**config.mk**
```make
export PLATFORM = sky130hd
export DESIGN_NAME = mem_arbiter
export DESIGN_NICKNAME = d
export VERILOG_FILES = /design/src/rtl/mem_arbiter_pkg.sv /design/src/rtl/mem_arb_id_fifo.sv /design/src/rtl/mem_arbiter.sv
export SDC_FILE = /design/constraint.sdc
export NUM_CORES = 1
export LEC_CHECK = 0
export CORE_AREA = 2 2 356 358
export DETAILED_ROUTE_END_ITERATION = 8
export DIE_AREA = 0 0 358 360
export DONT_BUFFER_PORTS = 1
export HOLD_SLACK_MARGIN = 0.05
export SLEW_MARGIN = 10
export SYNTH_ARGS = -nofsm -noshare
export SYNTH_HDL_FRONTEND = slang
export SYNTH_HIERARCHICAL = 1
export SYNTH_SLANG_ARGS = --single-unit
export TNS_END_PERCENT = 1
```
**constraint.sdc**
```tcl
create_clock -name clk -period 5.7 [get_ports clk]
set_input_delay 0.855 -clock clk [delete_from_list [all_inputs] [get_ports clk]]
set_output_delay 0.855 -clock clk [all_outputs]
set_load 0.03 [all_outputs]
```
**src/rtl/mem_arbiter_pkg.sv**
```systemverilog
// rtl/mem_arbiter_pkg.sv - shared constants, state encoding and width helpers for mem_arbiter
//
// Purpose: client IDs, FSM state type and ceil-log2 helpers used to size
// the write/read beat counters and the ID FIFO pointers.
package mem_arbiter_pkg;

  localparam logic CLIENT_IC = 1'b0;
  localparam logic CLIENT_DC = 1'b1;

  typedef enum logic {
    ST_IDLE  = 1'b0,
    ST_WDATA = 1'b1
  } arb_state_e;

  function automatic int clog2(input int v);
    int r;
    r = 0;
    for (int i = 0; i < 31; i++) begin
      if ((1 << i) < v) r = i + 1;
    end
    return r;
  endfunction

  // Counter/pointer width; never zero so a 1-deep/1-beat config still has a bit.
  function automatic int cnt_bits(input int v);
    return (v > 1) ? clog2(v) : 1;
  endfunction

endpackage

```
**src/rtl/mem_arb_id_fifo.sv**
```systemverilog
// rtl/mem_arb_id_fifo.sv - 1-bit wide client ID FIFO for outstanding reads
//
// Purpose: records which client issued each outstanding read so response
// beats can be routed in order.
// Ports:
//   clk, reset   clock, synchronous active-low reset
//   push, push_id  enqueue one client ID
//   pop          dequeue the head ID
//   head_id      ID at the head of the queue
//   full, empty  occupancy flags
module mem_arb_id_fifo
  import mem_arbiter_pkg::*;
#(
  parameter int DEPTH = 4
) (
  input  logic clk,
  input  logic reset,
  input  logic push,
  input  logic push_id,
  input  logic pop,
  output logic head_id,
  output logic full,
  output logic empty
);

  localparam int PW = cnt_bits(DEPTH);

  logic [DEPTH-1:0] mem_q;
  logic [PW-1:0]    wr_q, wr_d;
  logic [PW-1:0]    rd_q, rd_d;
  logic [PW:0]      cnt_q, cnt_d;
  logic             do_push, do_pop;

  assign full    = (cnt_q == (PW+1)'(DEPTH));
  assign empty   = (cnt_q == '0);
  assign head_id = mem_q[rd_q];
  assign do_push = push && !full;
  assign do_pop  = pop && !empty;

  always_comb begin
    wr_d  = wr_q;
    rd_d  = rd_q;
    cnt_d = cnt_q;
    if (do_push) wr_d = wr_q + 1'b1;
    if (do_pop)  rd_d = rd_q + 1'b1;
    // Simultaneous push and pop leaves occupancy unchanged.
    if (do_push && !do_pop) cnt_d = cnt_q + 1'b1;
    else if (do_pop && !do_push) cnt_d = cnt_q - 1'b1;
  end

  always_ff @(posedge clk) begin
    if (!reset) begin
      wr_q  <= '0;
      rd_q  <= '0;
      cnt_q <= '0;
    end else begin
      wr_q  <= wr_d;
      rd_q  <= rd_d;
      cnt_q <= cnt_d;
      if (do_push) mem_q[wr_q] <= push_id;
    end
  end

endmodule

```
**src/rtl/mem_arbiter.sv**
```systemverilog
// rtl/mem_arbiter.sv - round-robin I$/D$ arbiter onto one external memory port
//
// Purpose: grants the shared request channel round-robin, holds the grant
// for a write's data beats, and routes in-order read beats via an ID FIFO.
// Ports:
//   clk, reset                     clock, synchronous active-low reset
//   ic_/dc_mem_req_*               client request and write-data channels
//   ic_/dc_mem_resp_*              client read response channel
//   mem_req_*, mem_req_data_*      external memory request/write-data channels
//   mem_resp_valid, mem_resp_data  external memory read beats
module mem_arbiter
  import mem_arbiter_pkg::*;
#(
  parameter int ADDR_BITS   = 28,
  parameter int DATA_BITS   = 128,
  parameter int DATA_CYCLES = 4,
  parameter int ID_DEPTH    = 4
) (
  input  logic                   clk,
  input  logic                   reset,
  input  logic                   ic_mem_req_valid,
  output logic                   ic_mem_req_ready,
  input  logic [ADDR_BITS-1:0]   ic_mem_req_addr,
  input  logic                   ic_mem_req_rw,
  input  logic                   ic_mem_req_data_valid,
  output logic                   ic_mem_req_data_ready,
  input  logic [DATA_BITS-1:0]   ic_mem_req_data_bits,
  input  logic [DATA_BITS/8-1:0] ic_mem_req_data_mask,
  output logic                   ic_mem_resp_valid,
  output logic [DATA_BITS-1:0]   ic_mem_resp_data,
  input  logic                   dc_mem_req_valid,
  output logic                   dc_mem_req_ready,
  input  logic [ADDR_BITS-1:0]   dc_mem_req_addr,
  input  logic                   dc_mem_req_rw,
  input  logic                   dc_mem_req_data_valid,
  output logic                   dc_mem_req_data_ready,
  input  logic [DATA_BITS-1:0]   dc_mem_req_data_bits,
  input  logic [DATA_BITS/8-1:0] dc_mem_req_data_mask,
  output logic                   dc_mem_resp_valid,
  output logic [DATA_BITS-1:0]   dc_mem_resp_data,
  output logic                   mem_req_valid,
  input  logic                   mem_req_ready,
  output logic [ADDR_BITS-1:0]   mem_req_addr,
  output logic                   mem_req_rw,
  output logic                   mem_req_data_valid,
  input  logic                   mem_req_data_ready,
  output logic [DATA_BITS-1:0]   mem_req_data_bits,
  output logic [DATA_BITS/8-1:0] mem_req_data_mask,
  input  logic                   mem_resp_valid,
  input  logic [DATA_BITS-1:0]   mem_resp_data
);

  localparam int BW = cnt_bits(DATA_CYCLES);

  arb_state_e    state_q;
  logic          owner_q;
  logic          last_grant_q;
  logic [BW-1:0] wbeat_q;
  logic [BW-1:0] rbeat_q;

  logic grant, sel_valid, sel_rw;
  logic [ADDR_BITS-1:0] sel_addr;
  logic in_idle, in_wdata, rd_blocked, req_fire, data_fire;
  logic own_dvalid, wbeat_last, rbeat_last;
  logic resp_hit, head_id, fifo_full, fifo_empty;

  // On a tie the client that did not win last time gets the grant.
  always_comb begin
    if (ic_mem_req_valid && dc_mem_req_valid) grant = ~last_grant_q;
    else if (dc_mem_req_valid)                grant = CLIENT_DC;
    else                                      grant = CLIENT_IC;
  end

  assign sel_valid = (grant == CLIENT_DC) ? dc_mem_req_valid : ic_mem_req_valid;
  assign sel_addr  = (grant == CLIENT_DC) ? dc_mem_req_addr  : ic_mem_req_addr;
  assign sel_rw    = (grant == CLIENT_DC) ? dc_mem_req_rw    : ic_mem_req_rw;

  // Outputs are forced quiet while reset is held so nothing leaks out mid-reset.
  assign in_idle    = reset && (state_q == ST_IDLE);
  assign in_wdata   = reset && (state_q == ST_WDATA);
  assign rd_blocked = !sel_rw && fifo_full;

  assign mem_req_valid    = in_idle && sel_valid && !rd_blocked;
  assign mem_req_addr     = sel_addr;
  assign mem_req_rw       = sel_rw;
  assign req_fire         = mem_req_valid && mem_req_ready;
  assign ic_mem_req_ready = req_fire && (grant == CLIENT_IC);
  assign dc_mem_req_ready = req_fire && (grant == CLIENT_DC);

  assign own_dvalid            = (owner_q == CLIENT_DC) ? dc_mem_req_data_valid : ic_mem_req_data_valid;
  assign mem_req_data_valid    = in_wdata && own_dvalid;
  assign mem_req_data_bits     = (owner_q == CLIENT_DC) ? dc_mem_req_data_bits : ic_mem_req_data_bits;
  assign mem_req_data_mask     = (owner_q == CLIENT_DC) ? dc_mem_req_data_mask : ic_mem_req_data_mask;
  assign data_fire             = mem_req_data_valid && mem_req_data_ready;
  assign ic_mem_req_data_ready = data_fire && (owner_q == CLIENT_IC);
  assign dc_mem_req_data_ready = data_fire && (owner_q == CLIENT_DC);

  // Beats arriving with no outstanding read are dropped without touching rbeat.
  assign resp_hit          = reset && mem_resp_valid && !fifo_empty;
  assign ic_mem_resp_valid = resp_hit && (head_id == CLIENT_IC);
  assign dc_mem_resp_valid = resp_hit && (head_id == CLIENT_DC);
  assign ic_mem_resp_data  = mem_resp_data;
  assign dc_mem_resp_data  = mem_resp_data;

  assign wbeat_last = (wbeat_q == BW'(DATA_CYCLES - 1));
  assign rbeat_last = (rbeat_q == BW'(DATA_CYCLES - 1));

  mem_arb_id_fifo #(
    .DEPTH(ID_DEPTH)
  ) u_id_fifo (
    .clk    (clk),
    .reset  (reset),
    .push   (req_fire && !sel_rw),
    .push_id(grant),
    .pop    (resp_hit && rbeat_last),
    .head_id(head_id),
    .full   (fifo_full),
    .empty  (fifo_empty)
  );

  always_ff @(posedge clk) begin
    if (!reset) begin
      state_q      <= ST_IDLE;
      owner_q      <= CLIENT_IC;
      last_grant_q <= CLIENT_IC;
      wbeat_q      <= '0;
      rbeat_q      <= '0;
    end else begin
      // Read beats drain independently of the request-side state.
      if (resp_hit) rbeat_q <= rbeat_last ? '0 : rbeat_q + 1'b1;
      case (state_q)
        ST_IDLE: begin
          if (req_fire) begin
            last_grant_q <= grant;
            if (sel_rw) begin
              owner_q <= grant;
              wbeat_q <= '0;
              state_q <= ST_WDATA;
            end
          end
        end
        ST_WDATA: begin
          if (data_fire) begin
            if (wbeat_last) begin
              wbeat_q <= '0;
              state_q <= ST_IDLE;
            end else begin
              wbeat_q <= wbeat_q + 1'b1;
            end
          end
        end
        default: state_q <= ST_IDLE;
      endcase
    end
  end

endmodule

```
### Word-level counts from Yosys, hierarchy flattened

Cells that the tools add are included.
Widths: inputs -> output; s select.

* flip-flop bits (word level): 18
* bits of input ports: 483
* output and inout port bits: 437
* logic and storage cells: 91

* $add $sub $neg: 6
* $lt $le $gt $ge: 3
* eq/ne operators: 6
* multiplexer cells: 26
* bitwise gates (word level): 5
* reductions and logical operators: 36

Operators by type and width (count)
* $mux 128: 1
* $mux 28: 1
* $logic_and 1x1->1: 24
* $mux 16: 1
* $mux 1: 11
* $mux 2: 5
* $add 2x1->2 const B: 4
* $logic_not 1->1: 6
* $lt 2x3->1 const B: 2
* $mux 3: 2
* $reduce_and 3->1: 2
* $not 1->1: 5
* $bwmux 4: 1
* $eq 2x2->1 const B: 2
* $ne 2x2->1 const B: 2
* $pmux 2 s2: 1
* $reduce_and 2->1: 2
* $add 3x1->3 const B: 1
* $eq 3x3->1 const B: 1
* $logic_not 3->1: 1
* $sub 3x1->3 const B: 1
* $bmux 1 s2: 1
* $demux 1 s2: 1
* $ge 2x1->1 const B: 1
* 3 further kinds: 3

### Depth between registers and ports, before layout

Gate-level depths: netlist of the first run.

* depth in word-level cells: 14
* mapped depth: 12

### Cells and area by module

Netlist of the first run, hierarchy kept.

By module, submodules not included
* mem_arbiter: instances 1, cells each 505, area each 4430.5 um^2, seq. area each 140.1 um^2
* mem_arb_id_fifo: instances 1, cells each 50, area each 585.6 um^2, seq. area each 260.2 um^2

### Worst setup path before layout of the first run

OpenSTA, ideal clock, no wires.

* path type: input to register
* from: in dc_mem_req_valid
* to: reg u_id_fifo.cnt_q[2]
* setup time: 0.070 ns
* arrival: 3.155 ns
* required time: 5.630 ns
* slack: 2.475 ns
* stages: 12
* cell sequence: a21boi_4 mux2i_1 inv_1 nor3_1 nor2b_1 buf_6 ha_1 inv_1 fa_1 xor2_1 or3_1 a21boi_1

* longest elaborated chain between the ends: 13
* elaborated cells between the ends (all ways): 18
* those cells by class: mux (5); reduce/logical (13)

Ends and longest elaborated chain
* start: declaration: line mem_arbiter.sv:31 `input logic dc_mem_req_valid,`
* $mux 1 or $logic_and 1x1->1 (tied branches): line mem_arbiter.sv:70, mem_arbiter.sv:69
* $mux 1 (*): line mem_arbiter.sv:69 `if (ic_mem_req_valid && dc_mem_req_valid) grant = ~last_grant_q;`
* $mux 1 (*): line mem_arbiter.sv:76 `assign sel_rw = (grant == CLIENT_DC) ? dc_mem_req_rw : ic_mem_req_rw;`
* via mem_req_rw: line mem_arbiter.sv:44 `output logic mem_req_rw,`
* $logic_not 1->1 (*): line mem_arbiter.sv:81, mem_arbiter.sv:113
* $logic_and 1x1->1: line mem_arbiter.sv:81 `assign rd_blocked = !sel_rw && fifo_full;`
* $logic_not 1->1: line mem_arbiter.sv:83 `assign mem_req_valid = in_idle && sel_valid && !rd_blocked;`
* $logic_and 1x1->1: line mem_arbiter.sv:83
* $logic_and 1x1->1: line mem_arbiter.sv:86 `assign req_fire = mem_req_valid && mem_req_ready;`
* $logic_and 1x1->1 (*): line mem_arbiter.sv:113 `.push (req_fire && !sel_rw),`
* $logic_and 1x1->1 (*): line mem_arb_id_fifo.sv:37 `assign do_push = push && !full;`
* via u_id_fifo.do_push: line mem_arb_id_fifo.sv:32 `logic do_push, do_pop;`
* $logic_not 1->1: line mem_arb_id_fifo.sv:48 `else if (do_pop && !do_push) cnt_d = cnt_q - 1'b1;`
* $logic_and 1x1->1: line mem_arb_id_fifo.sv:48
* $reduce_bool 2->1 (no line)
* end signal: assignment: line mem_arb_id_fifo.sv:59 `cnt_q <= cnt_d;`
* end: declaration: line mem_arb_id_fifo.sv:31 `logic [PW:0] cnt_q, cnt_d;`

Mark *: on every way through the listed nets, which the timed path passes. The rest lies on a longest branch.
A chain may end at the register's enable or synchronous reset.

### Final worst setup path of the first run

* from: in dc_mem_req_valid
* to: reg u_id_fifo.cnt_q[2]

* longest elaborated chain between the ends: 13
* elaborated cells between the ends (all ways): 18
* those cells by class: mux (5); reduce/logical (13)

Ends and longest elaborated chain (line)
* $mux 1 or $logic_and 1x1->1 (tied branches): mem_arbiter.sv:70, mem_arbiter.sv:69
* $mux 1 (*): mem_arbiter.sv:69
* $mux 1 (*): mem_arbiter.sv:76
* via mem_req_rw: mem_arbiter.sv:44
* $logic_not 1->1 (*): mem_arbiter.sv:81, mem_arbiter.sv:113
* $logic_and 1x1->1: mem_arbiter.sv:81
* $logic_not 1->1: mem_arbiter.sv:83
* $logic_and 1x1->1: mem_arbiter.sv:83
* $logic_and 1x1->1: mem_arbiter.sv:86
* $logic_and 1x1->1 (*): mem_arbiter.sv:113
* $logic_and 1x1->1 (*): mem_arb_id_fifo.sv:37
* $logic_not 1->1: mem_arb_id_fifo.sv:48
* $logic_and 1x1->1: mem_arb_id_fifo.sv:48
* $reduce_bool 2->1 (no line)

Marks and branches as above.

==> qor.json, run 1 <==
{
  "critical_path": {
    "cp_slowest_cell": "nor2b_1",
    "worstSetupPathType": "in2reg",
    "cp_peak_stage_delay_ps": 440,
    "crit_path_start_kind": "input port",
    "worstPathCellList": "a21boi_4 > buf_4 > mux2i_1 > inv_1 > nor3_1 > nor2b_1 > ha_1 > inv_1 > fa_1 > xor2_1 > or3_1 > a21boi_1",
    "critical_path.n_buffers_inverters": 3,
    "cp.arrival_ps": 4070,
    "critical_path.max_fanout": 37,
    "cp.required_ps": 5880,
    "worst_path_most_repeated_cell": "inv_1",
    "worst_setup_path_end_kind": "register",
    "critical_path.top_delay_family": "simple AND/OR/NAND/NOR gates"
  },
  "timing": {
    "final_critical_path_setup_slack_ps": 1815,
    "setup_violations": 0,
    "final_max_slew_viol_count": 0,
    "timing.clock.skew_ps": 2.316,
    "tns_ps": 0,
    "timing.slew.headroom": 0.3420,
    "timing_worst_slew_pin_value_ps": 986.9,
    "final_hold_viol_count": 0,
    "fmax_mhz": 257.4,
    "rsz0062_at_grt": "no",
    "layout_worst_path_cycle_share": 0.6816,
    "final.min_clock_period_ps": 3885
  },
  "floorplanning": {
    "floorplan.die.height_um": 360,
    "design.core.area_um2": 124900,
    "number_of_top_level_pins": 920,
    "floorplan.die.width_um": 358,
    "placementRows": 130,
    "floorplan.initialDensity": 0.04015,
    "die_area_um2": 128900
  },
  "yosys": {
    "yosys_warnings": 6,
    "yosys.area.top_type_share": 0.3891,
    "post_synth_inst_count": 555,
    "synth-async-reset-ratio": 0,
    "yosysSeqAreaShare": 0.07982,
    "synth-main-ff-cell": "dfxtp_1",
    "synth-edff-count": 4,
    "net_count_synth": 1046,
    "post_synth_instance_area_um2": 5016,
    "post_synth_main_area_contributors": "buf_4, mux2_2, dfxtp_1",
    "synthMostInstantiatedCell": "buf_4",
    "postSynthAreaPerCell_um2": 9.038,
    "number_of_flip_flops_and_latches_in_the_synthesized_netlist": 18,
    "yosysUniqueCellTypes": 39,
    "yosys-top-cells-count": "buf_4, mux2_2, buf_2",
    "largest_area_contributor_in_the_netlist": "buf_4"
  },
  "cts": {
    "cts_setup_buffers": 0,
    "clk_path_buf_depth": 2,
    "cts_tree": "yes",
    "number_of_clock_buffers_inserted_by_tritoncts": 3,
    "clock_insertion_delay_worst_skew_ps": 250,
    "ctsResizeCount": 0,
    "ctsHtreeMaxLevel": 1,
    "cts.sink_count": 18,
    "postCtsHoldBufs": 0,
    "cts.root.buffer_cell": "clkbuf_16",
    "clkTransAtPathRegs_ps": 60
  },
  "drt": {
    "ant_nets": 0,
    "wire_per_inst_um": 36.05,
    "drt-pass1-iter-count": 4,
    "drcViolationCount": 0,
    "routed-via-count": 3218,
    "routed_wl_mm": 69.79,
    "detail_route.iter0.violations": 73,
    "avgViaCountPerCell": 1.662
  },
  "placement": {
    "pre_cts_slack_ps": 1532,
    "placedInstanceArea_um2": 5084,
    "detailed_place_hpwl_mm": 67.06,
    "place_congestion": 0.7959,
    "port_buffers": 0
  },
  "global_routing": {
    "largest_net_degree_at_the_start_of_global_routing": 150,
    "grt_antenna_before_repair": 31,
    "track_usage": 0.1018,
    "first_global_vias": 3178,
    "globalRouteOverflowTotal": 0,
    "grt_pass1_wl_mm": 74.75
  },
  "power_and_ir_drop": {
    "vdd_ir_drop_max_mv": 0.1315,
    "powerDensity_nw_per_um2": 151.9,
    "power.total_mw": 0.7858,
    "total_leakage_power_nw": 1.119
  },
  "cells_and_area": {
    "post_route_cells_drive_above_1_share": 0.6561,
    "design_area_um2": 5175,
    "net_total_in_the_final_layout": 777,
    "area.growth.synth_to_final_pct": 3.168
  },
  "job": {
    "drv.max_cap_violation_count": 0
  },
  "hold_path": {
    "min-delay-path-class": "reg2reg"
  },
  "status": {
    "run_status": "complete, no violations"
  }
}
==> routing by layer <==
layer | wire [um] | part of all wire | track usage
met1 | 26890 | 0.39 | 0.1155
met2 | 30820 | 0.44 | 0.1627
met3 | 11340 | 0.16 | 0.07108
met4 | 607 | 0.0087 | 0.003856
met5 | 133 | 0.0019 | 0.003019
==> cell families after synthesis <==
logic type,Yosys count,synth area share
adders and majority gates,8,0.02145
AOI/OAI and AO/OA,17,0.02494
buffers and inverters,284,0.4126
xor gates and xnor gates,4,0.006986
muxes,180,0.4046
and+or+nand+nor,44,0.04964
DFF,18,0.07982
==> layout make-up <==
class / count / area, um^2
inverter: 5 / 18.77
clock buffer: 4 / 88.84
tap: 1650 / 2064
antenna: 1 / 2.502
multi-input combinational: 253 / 2546
sequential: 18 / 404.1
timing repair buffer: 5 / 50.05
fill: 14830 / 119700
==> worst paths after layout <==
| path | from | endpoint | slack, ps | cells after the start |
|---|---|---|---|---|
| worst max-delay path | dc_mem_req_valid | u_id_fifo/cnt_q[2]$_SDFFE_PN0P_ | 1820 | 12 |
| worst min-delay path | wbeat_q[1]$_SDFFE_PN0P_ | wbeat_q[1]$_SDFFE_PN0P_ | 470 | 2 |
| worst max register to register | last_grant_q$_SDFFE_PN0P_ | u_id_fifo/cnt_q[2]$_SDFFE_PN0P_ | 2110 | 12 |
| worst min register to register | wbeat_q[1]$_SDFFE_PN0P_ | wbeat_q[1]$_SDFFE_PN0P_ | 470 | 2 |
==> report_power, final <==
group / switching [mW] / total (mW) / leakage [nW] / internal [mW]
combinational: 0.401 / 0.490 / 0.924 / 0.0892
clock: 0.0502 / 0.157 / 0.0442 / 0.107
sequential: 0.00461 / 0.139 / 0.150 / 0.134
total: 0.456 / 0.786 / 1.12 / 0.330
==> worst reg2reg max path: stages (launching register included) <==
cell and delay [ps]:
dfxtp_1 330, a21boi_4 120, buf_4 410, mux2i_1 340, inv_1 320, nor3_1 250, nor2b_1 440, ha_1 270
inv_1 60, fa_1 370, xor2_1 160, or3_1 310, a21boi_1 150
==> state kept, by name, summed over array words and instances, names as in the netlist <==
name,count
u_id_fifo/wr_q,2
u_id_fifo/cnt_q,3
u_id_fifo/mem_q,4
u_id_fifo/rd_q,2
last_grant_q,1
owner_q,1
state_q,1
wbeat_q,2
rbeat_q,2
==> through the flow <==
step	utilization	hold slack [ps]	cells
after floorplan	-	443.7	555
after global placement	0.04070	454.2	1931
after detailed placement	0.04070	465.1	1931
after CTS	0.04141	472.6	1935
after global routing	0.04141	482.2	1935
final	0.04143	474.4	1936
==> cells in the final DEF (no fill, tap or decap), types with 2 or more instances in the layout <==
master / instances
mux2_2: 172
dfxtp_1: 13
nor2b_1: 8
mux2i_1: 7
nor2_1: 7
nand2_1: 7
ha_1: 7
and3_1: 6
inv_1: 5
o21ai_0: 4
and2_1: 4
buf_4: 4
edfxtp_1: 4
a21oi_1: 3
nor3_1: 3
clkbuf_16: 3
xnor2_1: 3
nand3_1: 2
o21a_1: 2
Note: power is estimated with default switching activity, not from simulation.
==> run 2, diff against run 1 <==
Clock period 5.7 ns to 3.83 ns, I/O delays scaled along.
==> run 2 against run 1 <==
- clock skew about the same
- hold slack worse by 4.2 ps
- first-iteration DRC count increased by 14%
- sequential cell count unchanged
- via count up 0.68%
- total power rose by 46%
- die area unchanged
- critical endpoint is now ic_mem_req_data_ready
- largest cell class unchanged
==> qor.json, run 2 (synthesized netlist as in run 1, its figures left out) <==
{
  "cts": {
    "cts.root.buffer_cell": "clkbuf_16",
    "clock_insertion_delay_worst_skew_ps": 250,
    "postCtsHoldBufs": 0,
    "ctsResizeCount": 0,
    "ctsHtreeMaxLevel": 1,
    "cts.sink_count": 18,
    "cts_setup_buffers": 0,
    "clkTransAtPathRegs_ps": 50,
    "number_of_clock_buffers_inserted_by_tritoncts": 3,
    "cts_tree": "yes",
    "clk_path_buf_depth": 2
  },
  "drt": {
    "ant_nets": 0,
    "routed_wl_mm": 70.00,
    "drcViolationCount": 0,
    "drt-pass1-iter-count": 4,
    "routed-via-count": 3240,
    "avgViaCountPerCell": 1.671,
    "detail_route.iter0.violations": 83,
    "wire_per_inst_um": 36.10
  },
  "cells_and_area": {
    "area.growth.synth_to_final_pct": 3.318,
    "post_route_cells_drive_above_1_share": 0.6551,
    "largest_register_ffs": 4,
    "layout_common_cells": "mux2_2, dfxtp_1, nor2b_1",
    "fillers": 14850,
    "largestRegisters": "u_id_fifo/mem_q: 4 flops, u_id_fifo/cnt_q: 3 flops",
    "regMostFlops": "u_id_fifo/mem_q",
    "net_total_in_the_final_layout": 779,
    "layout_commonest_cell": "mux2_2",
    "design_area_um2": 5182
  },
  "power_and_ir_drop": {
    "total_leakage_power_nw": 1.123,
    "power.total_mw": 1.144,
    "powerDensity_nw_per_um2": 220.8,
    "vdd_ir_drop_max_mv": 0.1492
  },
  "critical_path": {
    "worstPathCellList": "mux2i_1 > or3b_4 > nor2_1",
    "crit_end": "ic_mem_req_data_ready",
    "cp.required_ps": 3260,
    "critical_path.reg2reg.startpoint": "last_grant_q$_SDFFE_PN0P_",
    "crit_start": "owner_q$_SDFFE_PN0P_",
    "rr_worst_depth": 11,
    "worst_setup_path_end_kind": "output port",
    "cp_slowest_cell": "dfxtp_4",
    "critical_path.max_fanout": 54,
    "endpoint_of_the_worst_register_to_register_path": "u_id_fifo/cnt_q[2]$_SDFFE_PN0P_",
    "cp.arrival_ps": 2330,
    "crit_path_start_kind": "register",
    "cp_peak_stage_delay_ps": 810,
    "r2r_setup_slack_ps": 950,
    "worstSetupPathType": "reg2out"
  },
  "timing": {
    "tns_ps": 0,
    "timing.hold.ws_ps": 470.2,
    "final.min_clock_period_ps": 2903,
    "setup_violations": 0,
    "timing.slew.headroom": 0.4190,
    "final_max_slew_viol_count": 0,
    "layout_worst_path_cycle_share": 0.7581,
    "rsz0062_at_grt": "no",
    "fmax_mhz": 344.4,
    "timing.clock.skew_ps": 2.570,
    "timing_worst_slew_pin_value_ps": 868.2,
    "final_hold_viol_count": 0
  },
  "placement": {
    "port_buffers": 0,
    "detailed_place_hpwl_mm": 67.38,
    "place_congestion": 0.7807,
    "placedInstanceArea_um2": 5099
  },
  "job": {
    "drv.max_cap_violation_count": 0
  },
  "floorplanning": {
    "floorplan.initialDensity": 0.04015,
    "placementRows": 130,
    "floorplan.die.height_um": 360,
    "floorplan.die.width_um": 358,
    "number_of_top_level_pins": 920,
    "design.core.area_um2": 124900,
    "die_area_um2": 128900
  },
  "hold_path": {
    "min-delay-path-class": "reg2reg"
  },
  "global_routing": {
    "grt_pass1_wl_mm": 74.86,
    "globalRouteOverflowTotal": 0,
    "grt_antenna_before_repair": 33,
    "track_usage": 0.1021,
    "largest_net_degree_at_the_start_of_global_routing": 97,
    "first_global_vias": 3194
  },
  "status": {
    "run_status": "complete, no violations"
  }
}
-- run 2: worst max-delay path, delay by kind of cell, from the launching register on --
kind             cells  cell delay [ps]
multiplexers         1              260
AND/OR/NAND/NOR      2              990
flip-flops           1              810
-- run 2: metrics by stage --
step,setup slack [ps],utilization,std cells
5_1_grt,723.2,0.04147,1938
6_report,926.7,0.04149,1939
4_1_cts,866.1,0.04145,1937
2_1_floorplan,885.1,-,555
3_3_place_gp,816.4,0.04082,1933
3_5_place_dp,709.1,0.04082,1933
-- run 2: worst min path at each step --
stage                                          end                     from  cells after the start  slack (ps)
floorplan                  wbeat_q[1]$_SDFFE_PN0P_  wbeat_q[1]$_SDFFE_PN0P_                      2         440
global placement           wbeat_q[1]$_SDFFE_PN0P_  wbeat_q[1]$_SDFFE_PN0P_                      2         460
detailed placement         wbeat_q[1]$_SDFFE_PN0P_  wbeat_q[1]$_SDFFE_PN0P_                      2         470
CTS                 u_id_fifo/rd_q[1]$_SDFFE_PN0P_                    reset                      1         460
global route        u_id_fifo/rd_q[0]$_SDFFE_PN0P_                    reset                      1         460
finish                     wbeat_q[1]$_SDFFE_PN0P_  wbeat_q[1]$_SDFFE_PN0P_                      2         470
-- run 2: cell type report --
class / count / area (um^2) / area share
Sequential cell: 18 / 404.1 / 0.07798
Antenna cell: 2 / 5.005 / 0.0009657
Clock buffer: 3 / 75.07 / 0.01449
Inverter: 5 / 18.77 / 0.003621
Clock inverter: 1 / 3.754 / 0.0007243
Timing Repair Buffer: 7 / 65.06 / 0.01255
Multi-Input combinational cell: 253 / 2546 / 0.4913
Tap cell: 1650 / 2064 / 0.3984
-- run 2: where the power goes --
group | total, mW | switching [mW] | internal (mW)
combinational | 0.720 | 0.586 | 0.134
clock | 0.214 | 0.0747 | 0.139
sequential | 0.211 | 0.0110 | 0.199
-- run 2: layer usage --
layer  part of all wire  GRT usage  vias up  routed length [um]
li1                   -          -     1082                   -
met5             0.0028   0.005660        -                 195
met3               0.18    0.07929       92               12280
met1               0.37     0.1104     1317               25910
met2               0.44     0.1638      727               30970
met4             0.0093   0.004348       22                 650
==> run 3, diff against run 2 <==
Clock period 3.83 ns to 2.8 ns, I/O delays scaled along.
==> run 3 against run 2 <==
- cell area is 1.2% higher
- hold slack worse by 140 ps
- total power rose by 38%
- first-iteration DRC count down 17%
- non-clock buffer count increased by 8
- critical path depth grew 9
- worst setup slack worse by 740 ps
- global-route usage hardly changed
- clock-buffer cell count unchanged
- critical path type is now reg2reg
- via count is 0.22% higher
==> qor.json, run 3 (synthesized netlist as in run 1, its figures left out) <==
{
  "status": {
    "run_status": "complete, no violations"
  },
  "drt": {
    "detail_route.iter0.violations": 69,
    "wire_per_inst_um": 35.95,
    "drt-pass1-iter-count": 4,
    "routed-via-count": 3247,
    "avgViaCountPerCell": 1.668,
    "drcViolationCount": 0,
    "routed_wl_mm": 69.99,
    "ant_nets": 0
  },
  "timing": {
    "timing.clock.skew_ps": 1.906,
    "fmax_mhz": 383.2,
    "final_critical_path_setup_slack_ps": 190.1,
    "final.min_clock_period_ps": 2610,
    "rsz0062_at_grt": "no",
    "layout_worst_path_cycle_share": 0.9321,
    "final_max_slew_viol_count": 0,
    "setup_violations": 0,
    "timing.hold.ws_ps": 325.2,
    "tns_ps": 0,
    "timing.slew.headroom": 0.6321,
    "final_hold_viol_count": 0,
    "timing_worst_slew_pin_value_ps": 554.3
  },
  "global_routing": {
    "globalRouteOverflowTotal": 0,
    "grt_use_met3": 0.07498,
    "grt_antenna_before_repair": 33,
    "largest_net_degree_at_the_start_of_global_routing": 87,
    "first_global_vias": 3183,
    "grt_pass1_wl_mm": 74.82,
    "track_usage": 0.1019,
    "routing_usage_on_met2": 0.1630,
    "grt.busiest_layer": "met2",
    "gr-usage-met1": 0.1135
  },
  "power_and_ir_drop": {
    "power.share.switching": 0.5864,
    "comb_power_share": 0.637,
    "clkPwrFrac": 0.182,
    "cellInternalPower_mw": 0.6514,
    "total_leakage_power_nw": 1.163,
    "powerDensity_nw_per_um2": 300.2,
    "vdd_ir_drop_max_mv": 0.3576,
    "total_net_switching_power_mw": 0.9237,
    "seq_power_share": 0.181
  },
  "placement": {
    "detailed_place_hpwl_mm": 67.58,
    "place_congestion": 0.7860,
    "pre_cts_slack_ps": 72.05,
    "port_buffers": 0,
    "placedInstanceArea_um2": 5151
  },
  "cts": {
    "postCtsHoldBufs": 0,
    "cts.sink_count": 18,
    "ctsHtreeMaxLevel": 1,
    "clock_insertion_delay_worst_skew_ps": 250,
    "clk_path_buf_depth": 2,
    "cts_tree": "yes",
    "clkTransAtPathRegs_ps": 50,
    "number_of_clock_buffers_inserted_by_tritoncts": 3,
    "cts.root.buffer_cell": "clkbuf_16"
  },
  "floorplanning": {
    "die_area_um2": 128900,
    "placementRows": 130,
    "design.core.area_um2": 124900,
    "floorplan.initialDensity": 0.04015,
    "number_of_top_level_pins": 920,
    "floorplan.die.width_um": 358,
    "floorplan.die.height_um": 360
  },
  "critical_path": {
    "worst_path_most_repeated_cell": "inv_1",
    "critical_path.n_buffers_inverters": 3,
    "critical_path.top_delay_family": "simple AND/OR/NAND/NOR gates",
    "cp_peak_stage_delay_ps": 370,
    "cp.arrival_ps": 2780,
    "cp_slowest_cell": "fa_1",
    "cp.required_ps": 2970,
    "worst_setup_path_end_kind": "register",
    "critical_path.max_fanout": 7,
    "worstSetupPathType": "reg2reg",
    "crit_path_start_kind": "register",
    "worstPathCellList": "a21boi_4 > mux2i_2 > inv_1 > nor3_1 > nor2b_1 > buf_4 > ha_1 > inv_1 > fa_1 > xor2_1 > or3_1 > a21boi_1",
    "critical_path.reg2reg.startpoint": "last_grant_q$_SDFFE_PN0P_",
    "crit_start": "last_grant_q$_SDFFE_PN0P_"
  },
  "cells_and_area": {
    "layout_commonest_cell": "mux2_2",
    "largestRegisters": "u_id_fifo/mem_q: 4 flops, u_id_fifo/cnt_q: 3 flops",
    "layout_common_cells": "mux2_2, buf_4, dfxtp_1, nor2b_1",
    "post_route_cells_drive_above_1_share": 0.6678,
    "area.growth.synth_to_final_pct": 4.590,
    "utilization": 0.04200,
    "regMostFlops": "u_id_fifo/mem_q",
    "design_area_um2": 5246,
    "largest_register_ffs": 4,
    "net_total_in_the_final_layout": 787
  },
  "hold_path": {
    "hold_path_startpoint": "reset",
    "min-delay-path-class": "in2reg"
  },
  "job": {
    "drv.max_cap_violation_count": 0
  }
}
run 3: changes by cell type in the layout (fill, tap and decap cells not counted), sizes merged:
| cell | before | now |
|---|---|---|
| buf | 7 | 15 |
run 3: per-layer routing:
layer / wire [um] / vias up
li1: - / 1105
met1: 26470 / 1329
met2: 30900 / 713
met3: 11820 / 86
met4: 656 / 14
met5: 141 / -
run 3: power by group through the flow:
stage / logic [mW] / registers [mW] / clock network [mW]
after floorplan: 1.29 / 0.286 / 0
after CTS: 1.08 / 0.285 / 0.292
after global routing: 1.06 / 0.286 / 0.301
after global placement: 1.08 / 0.289 / 0
after detailed placement: 1.08 / 0.291 / 0
final: 1.00 / 0.285 / 0.287
run 3: layout make-up:
cell class	instances	area, um^2
Antenna cell	2	5.005
Fill cell	14820	119700
Clock inverter	1	3.754
Inverter	5	18.77
Clock buffer	3	75.07
Multi-Input combinational cell	253	2550
Tap cell	1650	2064
Sequential cell	18	404.1
Timing Repair Buffer	15	125.1
run 3: timing repair:
item | 4_1_cts | 5_1_grt
setup endpoints to repair | 0 | 1
resized for setup | 0 | 1
buffers inserted | 0 | 1
run 3: final timing paths:
kind	depth (start not counted)	end	slack, ps
setup / recovery	12	u_id_fifo/cnt_q[2]$_SDFFE_PN0P_	190
hold / removal	1	u_id_fifo/rd_q[0]$_SDFFE_PN0P_	330
setup reg to reg	12	u_id_fifo/cnt_q[2]$_SDFFE_PN0P_	190
hold reg to reg	2	wbeat_q[1]$_SDFFE_PN0P_	470
run 3: through the flow:
step	instances	total power [mW]
floorplan	555	1.580
global placement	1940	1.368
detailed placement	1940	1.369
CTS	1944	1.659
global route	1946	1.650
finish	1947	1.575
